$ cat src/rtl/csr_access_arbiter.sv
// Two-requester arbiter (core, ext) for a single-ported CSR bank: IDLE grants, ACCESS drives the bank, RESP returns the old value.
// Define CSR_ARB_ROUND_ROBIN_EN for round-robin ties; otherwise core has priority with a starvation guard for ext.

package csr_arb_pkg;

  typedef logic [11:0] csr_addr_t;
  typedef logic [4:0]  csr_r_t;
  typedef logic [31:0] csr_word_t;

  // RISC-V funct3 encodings; CSR_NONE is the idle value driven to the bank.
  typedef enum logic [2:0] {
    CSR_NONE = 3'b000,
    CSRRW    = 3'b001,
    CSRRS    = 3'b010,
    CSRRC    = 3'b011,
    CSRRWI   = 3'b101,
    CSRRSI   = 3'b110,
    CSRRCI   = 3'b111
  } csr_op_t;

endpackage

module csr_access_arbiter
  import csr_arb_pkg::*;
#(
  parameter int unsigned StarveLimit = 4
) (
  input  logic      clk,
  input  logic      reset,

  input  logic      core_req,
  input  csr_addr_t core_addr,
  input  csr_op_t   core_op,
  input  csr_r_t    core_zimm,
  input  csr_word_t core_data,
  output logic      core_gnt,
  output logic      core_rvalid,

  input  logic      ext_req,
  input  csr_addr_t ext_addr,
  input  csr_op_t   ext_op,
  input  csr_r_t    ext_zimm,
  input  csr_word_t ext_data,
  output logic      ext_gnt,
  output logic      ext_rvalid,

  output csr_word_t rdata,

  output logic      csr_enable,
  output csr_addr_t csr_addr,
  output csr_op_t   csr_op,
  output csr_r_t    rs1_zimm,
  output csr_word_t rs1_data,
  input  csr_word_t csr_rdata
);

  typedef enum logic [1:0] {
    S_IDLE   = 2'd0,
    S_ACCESS = 2'd1,
    S_RESP   = 2'd2
  } state_e;

  state_e    state_q, state_d;
  csr_addr_t addr_q;
  csr_op_t   op_q;
  csr_r_t    zimm_q;
  csr_word_t data_q;
  logic      winner_ext_q;
  csr_word_t rdata_q;

  logic      any_req;
  logic      ext_wins;
  logic      grant_valid;
  logic      in_access;

  assign any_req = core_req | ext_req;

`ifdef CSR_ARB_ROUND_ROBIN_EN
  // Points at the requester granted last; reset to ext so core wins the first tie.
  logic last_ext_q, last_ext_d;

  assign ext_wins = ext_req & (~core_req | ~last_ext_q);
`else
  localparam logic [3:0] StarveMax = 4'(StarveLimit);

  logic [3:0] starve_q, starve_d;

  assign ext_wins = ext_req & (~core_req | (starve_q == StarveMax));
`endif

  // Grants are suppressed while reset is high so a requester never sees a grant whose access is discarded.
  assign grant_valid = (state_q == S_IDLE) & any_req & ~reset;
  assign core_gnt    = grant_valid & ~ext_wins;
  assign ext_gnt     = grant_valid &  ext_wins;

  // NOTE: every signal assigned in an always_comb gets a default first, so no path can infer a latch.
  always_comb begin
    state_d = state_q;
    unique case (state_q)
      S_IDLE:   if (any_req) state_d = S_ACCESS;
      S_ACCESS: state_d = S_RESP;
      S_RESP:   state_d = S_IDLE;
      default:  state_d = S_IDLE;
    endcase
  end

`ifdef CSR_ARB_ROUND_ROBIN_EN
  always_comb begin
    last_ext_d = last_ext_q;
    if (grant_valid) last_ext_d = ext_wins;
  end
`else
  // A waiting ext accrues credit per core grant it loses; leaving or winning clears it.
  always_comb begin
    starve_d = starve_q;
    if (!ext_req || ext_gnt) begin
      starve_d = '0;
    end else if (core_gnt && (starve_q < StarveMax)) begin
      starve_d = starve_q + 4'd1;
    end
  end
`endif

  // NOTE: state is updated with non-blocking assignments only, so every register samples pre-edge values.
  // NOTE: the request/response datapath is reset too, because rdata and every csr_* output must read 0 after reset.
  always_ff @(posedge clk) begin
    if (reset) begin
      state_q      <= S_IDLE;
      addr_q       <= '0;
      op_q         <= CSR_NONE;
      zimm_q       <= '0;
      data_q       <= '0;
      winner_ext_q <= 1'b0;
      rdata_q      <= '0;
    end else begin
      state_q <= state_d;
      if (grant_valid) begin
        addr_q       <= ext_wins ? ext_addr : core_addr;
        op_q         <= ext_wins ? ext_op   : core_op;
        zimm_q       <= ext_wins ? ext_zimm : core_zimm;
        data_q       <= ext_wins ? ext_data : core_data;
        winner_ext_q <= ext_wins;
      end
      if (state_q == S_ACCESS) rdata_q <= csr_rdata;
    end
  end

`ifdef CSR_ARB_ROUND_ROBIN_EN
  always_ff @(posedge clk) begin
    if (reset) last_ext_q <= 1'b1;
    else       last_ext_q <= last_ext_d;
  end
`else
  always_ff @(posedge clk) begin
    if (reset) starve_q <= '0;
    else       starve_q <= starve_d;
  end
`endif

  assign in_access = (state_q == S_ACCESS);

  assign csr_enable = in_access;
  assign csr_addr   = in_access ? addr_q : '0;
  assign csr_op     = in_access ? op_q   : CSR_NONE;
  assign rs1_zimm   = in_access ? zimm_q : '0;
  assign rs1_data   = in_access ? data_q : '0;

  assign core_rvalid = (state_q == S_RESP) & ~winner_ext_q & ~reset;
  assign ext_rvalid  = (state_q == S_RESP) &  winner_ext_q & ~reset;
  assign rdata       = rdata_q;

endmodule

$ cat config.mk
export PLATFORM = sky130hd
export DESIGN_NAME = csr_access_arbiter
export DESIGN_NICKNAME = d
export VERILOG_FILES = /design/src/rtl/csr_access_arbiter.sv
export SDC_FILE = /design/constraint.sdc
export NUM_CORES = 1
export LEC_CHECK = 0
export ABC_AREA = 1
export BUFFER_PORTS_ARGS = -buffer_cell sky130_fd_sc_hd__buf_2
export CORE_ASPECT_RATIO = 0.8
export CORE_MARGIN = 2
export CORE_UTILIZATION = 46
export CTS_CLUSTER_SIZE = 10
export DETAILED_ROUTE_END_ITERATION = 10
export GPL_ROUTABILITY_DRIVEN = 0
export PLACE_DENSITY = 0.91
export SYNTH_ARGS = -nofsm -noshare
export SYNTH_HDL_FRONTEND = slang
export SYNTH_SLANG_ARGS = --single-unit
$ cat constraint.sdc
create_clock -name clk -period 1.92 [get_ports clk]
set_input_delay 0.384 -clock clk [delete_from_list [all_inputs] [get_ports clk]]
set_output_delay 0.384 -clock clk [all_outputs]
set_load 0.05 [all_outputs]
Word-level counts from Yosys, hierarchy flattened
Cells that the tools add are included.

Register bits after elaboration: 91. Bits of input ports: 140. Output and inout port bits: 89. Logic and storage cells: 44.

Add/subtract/negate cells: 1. Order comparisons: 1. Equality and inequality tests: 4. Muxes and demuxes: 10. Bitwise gates (word level): 15. Reductions and logical operators: 5.

Operators with widths (count): 2-to-1 mux 32 bit (2); 2-to-1 mux 12 bit (2); 2-to-1 mux 5 bit (2); AND 1 bit (9); 2-to-1 mux 3 bit (2); adder 4 x 1 -> 4 bit, second input constant (1); == test 4 x 3 -> 1 bit, second input constant (1); < comparator 4 x 3 -> 1 bit, second input constant (1); NOT 1 bit (4); case mux 2 bit (2 select lines) (1); == test 2 x 1 -> 1 bit, second input constant (1); == test 2 bit, second input constant (1); zero test 2 bit (1); 2-to-1 mux 2 bit (1); inequality test 2 bit, second input constant (1); OR 1 bit (2); OR reduction 2 bit (1); logical AND 1 bit (1); zero test 1 bit (1); logical OR 1 bit (1).

Depth between registers and ports, before layout
Depth in word-level cells: 6. Mapped depth: 11. Gate-level depth less buffers: 9.

Least setup slack after synthesis
No wires, ideal clock.

Path type: flip-flop to output port. Start point: register state_q[0]. End point: output port csr_addr[0]. Arrival time: 1696 ps. Data required time: 1536 ps. Setup slack: -160 ps. Stages on the path, launching flop included: 7. Path buffers: 2. Cells stage by stage: dfxtp_1 inv_1 nor2_1 inv_1 buf_2 buf_2 nor2_1.

Word-level cells in the longest chain between the ends: 2.

RTL lines: start, declared (RTL line 63) `state_e state_q, state_d;`; start signal, assigned (RTL line 136) `state_q <= state_d;`; == test 2 x 1 -> 1 bit (RTL line 160) `assign in_access = (state_q == S_ACCESS);`; 2-to-1 mux 12 bit (RTL line 163) `assign csr_addr = in_access ? addr_q : '0;`; end, declared (RTL line 50) `output csr_addr_t csr_addr,`.

No other way between the ends.

Worst setup path in the final report
Start point: register state_q[1]. End point: output port core_gnt.

Word-level cells in the longest chain between the ends: 4.

RTL lines: zero test 2 bit (RTL line 92) `assign grant_valid = (state_q == S_IDLE) & any_req & ~reset;`; AND 1 bit (2 in series) (RTL line 92); AND 1 bit (RTL line 93) `assign core_gnt = grant_valid & ~ext_wins;`; end, declared (RTL line 36) `output logic core_gnt,`.

No other way between the ends.

==> metrics.cfg <==
[die]
start_util=0.4713
die_area_sq_um=10700
core_sq_um=9649
io_pins=229
num_rows=32
die_h_um=92.94
die_x_um=115.2

[logic_synthesis]
synth_seq_cells=91
synth-seq-area-share=0.4006
synth.area.top_cells=dfxtp_1 40%, nand3_1 12%, nor2_1 11%
synth_top_area_frac=0.4006
syn_nets=844
yosys_warnings=0
yosysTopAreaCell=dfxtp_1
synth.most_common_cell=nor2_1
synth_ff_type=dfxtp_1
yosys-top-cells-count=128 x nor2_1, 114 x inv_1, 112 x nand2_1, 107 x nand3_1, 91 x dfxtp_1
syn_avg_cell_area_sq_um=6.479
netlist_instances=702
ys_types=19
synth_area_sq_um=4548
synth-edff-count=0
async_flop_share=0

[placed_design]
dp_cells=1027
hpwl_um=8997
portBuffers=228

[power]
power_frac_seq=0.396
power.leakage_nw=3.436
combPwrFrac=0.239
max-vdd-ir-drop_v=0.0006997
cellPowerDensity_nw_per_um2=828.8
switching_share=0.3205
p_int_mw=3.605
switchingPower_mw=1.701
p_clk_frac=0.365

[worst_setup_path]
required_ns=1.54
cp.arrival_ns=1.52
endpoint_kind=output port
crit_type=reg -> out
start_kind=flop
crit_fanout=4

[routing]
firstDrtPassIters=6
ant_nets=0
drt_iter0_drc=386
via_count=5264
drc=0
wirelength_um=13540
via_per_inst=5.033
wl_per_cell_um=12.95

[final_layout]
final_nets=1047
post-route-util=0.6634
drive_gt1_frac=0.3198
fin_cells=1046
insertedDiodeCount=0
syn_to_final_growth_pct=40.74

[timing]
hold_viol=0
tightestPinTransition_ns=0.4369
setup_tns_ns=0
max_freq_mhz=525.5
slew_violations=0
fin_crit_ns=1.903
post-route-period-util=0.9911
setup_viol=0
skew_ns=0.009027
rsz0062_at_grt=yes
max_slew_margin=0.7087

[clock_tree]
cts_buffers=9
clk_latency_ns=0.34
cts_buffer_depth=2
cts-root-buf=clkbuf_16
clk_pin_slew_ns=0.07
htree_levels=3
cts_tree=done
clock_sinks=91

[status]
status=completed

[global_routing]
grt-ovfl-total=0
antenna_found_initial=1
grt_use_total=0.2425
grt_max_degree=49
grt_pass1_vias=4663
grt_pass1_wl_um=21040

[min_path]
hp-class=in -> reg

[job]
cap_violations=0

[area by class of cell]
| class | count | area, sq um |
|---|---|---|
| Clock inverter | 7 | 107.6 |
| Multi-Input combinational cell | 442 | 2083 |
| Tap cell | 136 | 170.2 |
| Sequential cell | 91 | 1823 |
| Fill cell | 832 | 3248 |
| Timing Repair Buffer | 247 | 1564 |
| Clock buffer | 9 | 225.2 |
| Inverter | 114 | 427.9 |
[worst max-delay path, stage by stage (launching register included)]
cell     delay, ns
dfxtp_1       0.35
nor2_2        0.21
nand2_1       0.13
nor2_4        0.17
nand2_1       0.10
inv_1         0.07
buf_6         0.15
[per-layer routing]
metal	GRT usage	routed length (um)	up-vias
met5	0	13	-
met4	0.08133	282	2
met3	0.07003	1143	31
met2	0.4328	6559	261
met1	0.2760	5543	2356
li1	-	-	2614
[state kept, by name, indices dropped and copies added, names as in the netlist]
signal	flops
addr_q	12
data_q	32
op_q	3
rdata	32
starve_q	4
state_q	2
winner_ext_q	1
zimm_q	5
[power by group through the flow]
stage	clock network, mW	registers [mW]	logic (mW)
after global routing	2.07	2.12	1.38
after floorplan	0	2.35	0.628
final	1.94	2.10	1.27
after global placement	0	2.14	1.18
after CTS	1.98	2.10	1.22
after detailed placement	0	2.14	1.20
[worst paths after layout]
kind / end / startpoint / depth (start not counted) / slack [ns]
hold / removal: state_q[1] / reset / 2 / 0.26
hold reg to reg: starve_q[3] / starve_q[3] / 2 / 0.46
setup reg to reg: starve_q[0] / starve_q[0] / 11 / 0.19
setup / recovery: core_gnt / state_q[1] / 6 / 0.02
[cells by family (layout without fill, tap and decap cells)]
group           Yosys count  after routing  synth area share
fa+ha+maj                 2              2          0.005501
simple gates            405            405            0.3986
flops                    91             91            0.4006
buf+inv                 169            377            0.1557
compound gates           35             35           0.03961
[cell usage in the layout (no fill, tap or decap), drive strengths merged]
master and count:
clkinvlp 1, nand4 54, clkbuf 14, a21oi 1, clkinv 1, o21ai 32, bufinv 2, nor2 130
o211ai 1, nand3 107, nand2 113, nand3b 1, dfxtp 91, o21bai 1, inv 117, buf 242
ha 2
[through the flow]
step                      worst slack, ns  hold WS (ns)  power (mW)  cell area (sq um)
after detailed placement           0.1833        0.4522       3.333               5739
after floorplan                   -0.1601        0.4301       2.980               4556
after global routing             -0.06633        0.2524       5.572               6401
after CTS                       -0.005548        0.2408       5.300               6230
final                             0.01711        0.2581       5.305               6401
after global placement             0.2312        0.4423       3.315               5739
[timing repair]
action,CTS,global route
buffers inserted,0,2
gates resized for setup,59,45
hold buffers,0,0
gates cloned,0,1
endpoints found under the hold margin,0,0
endpoints found under the setup margin,46,55
Power figures use the tool's default switching activity.
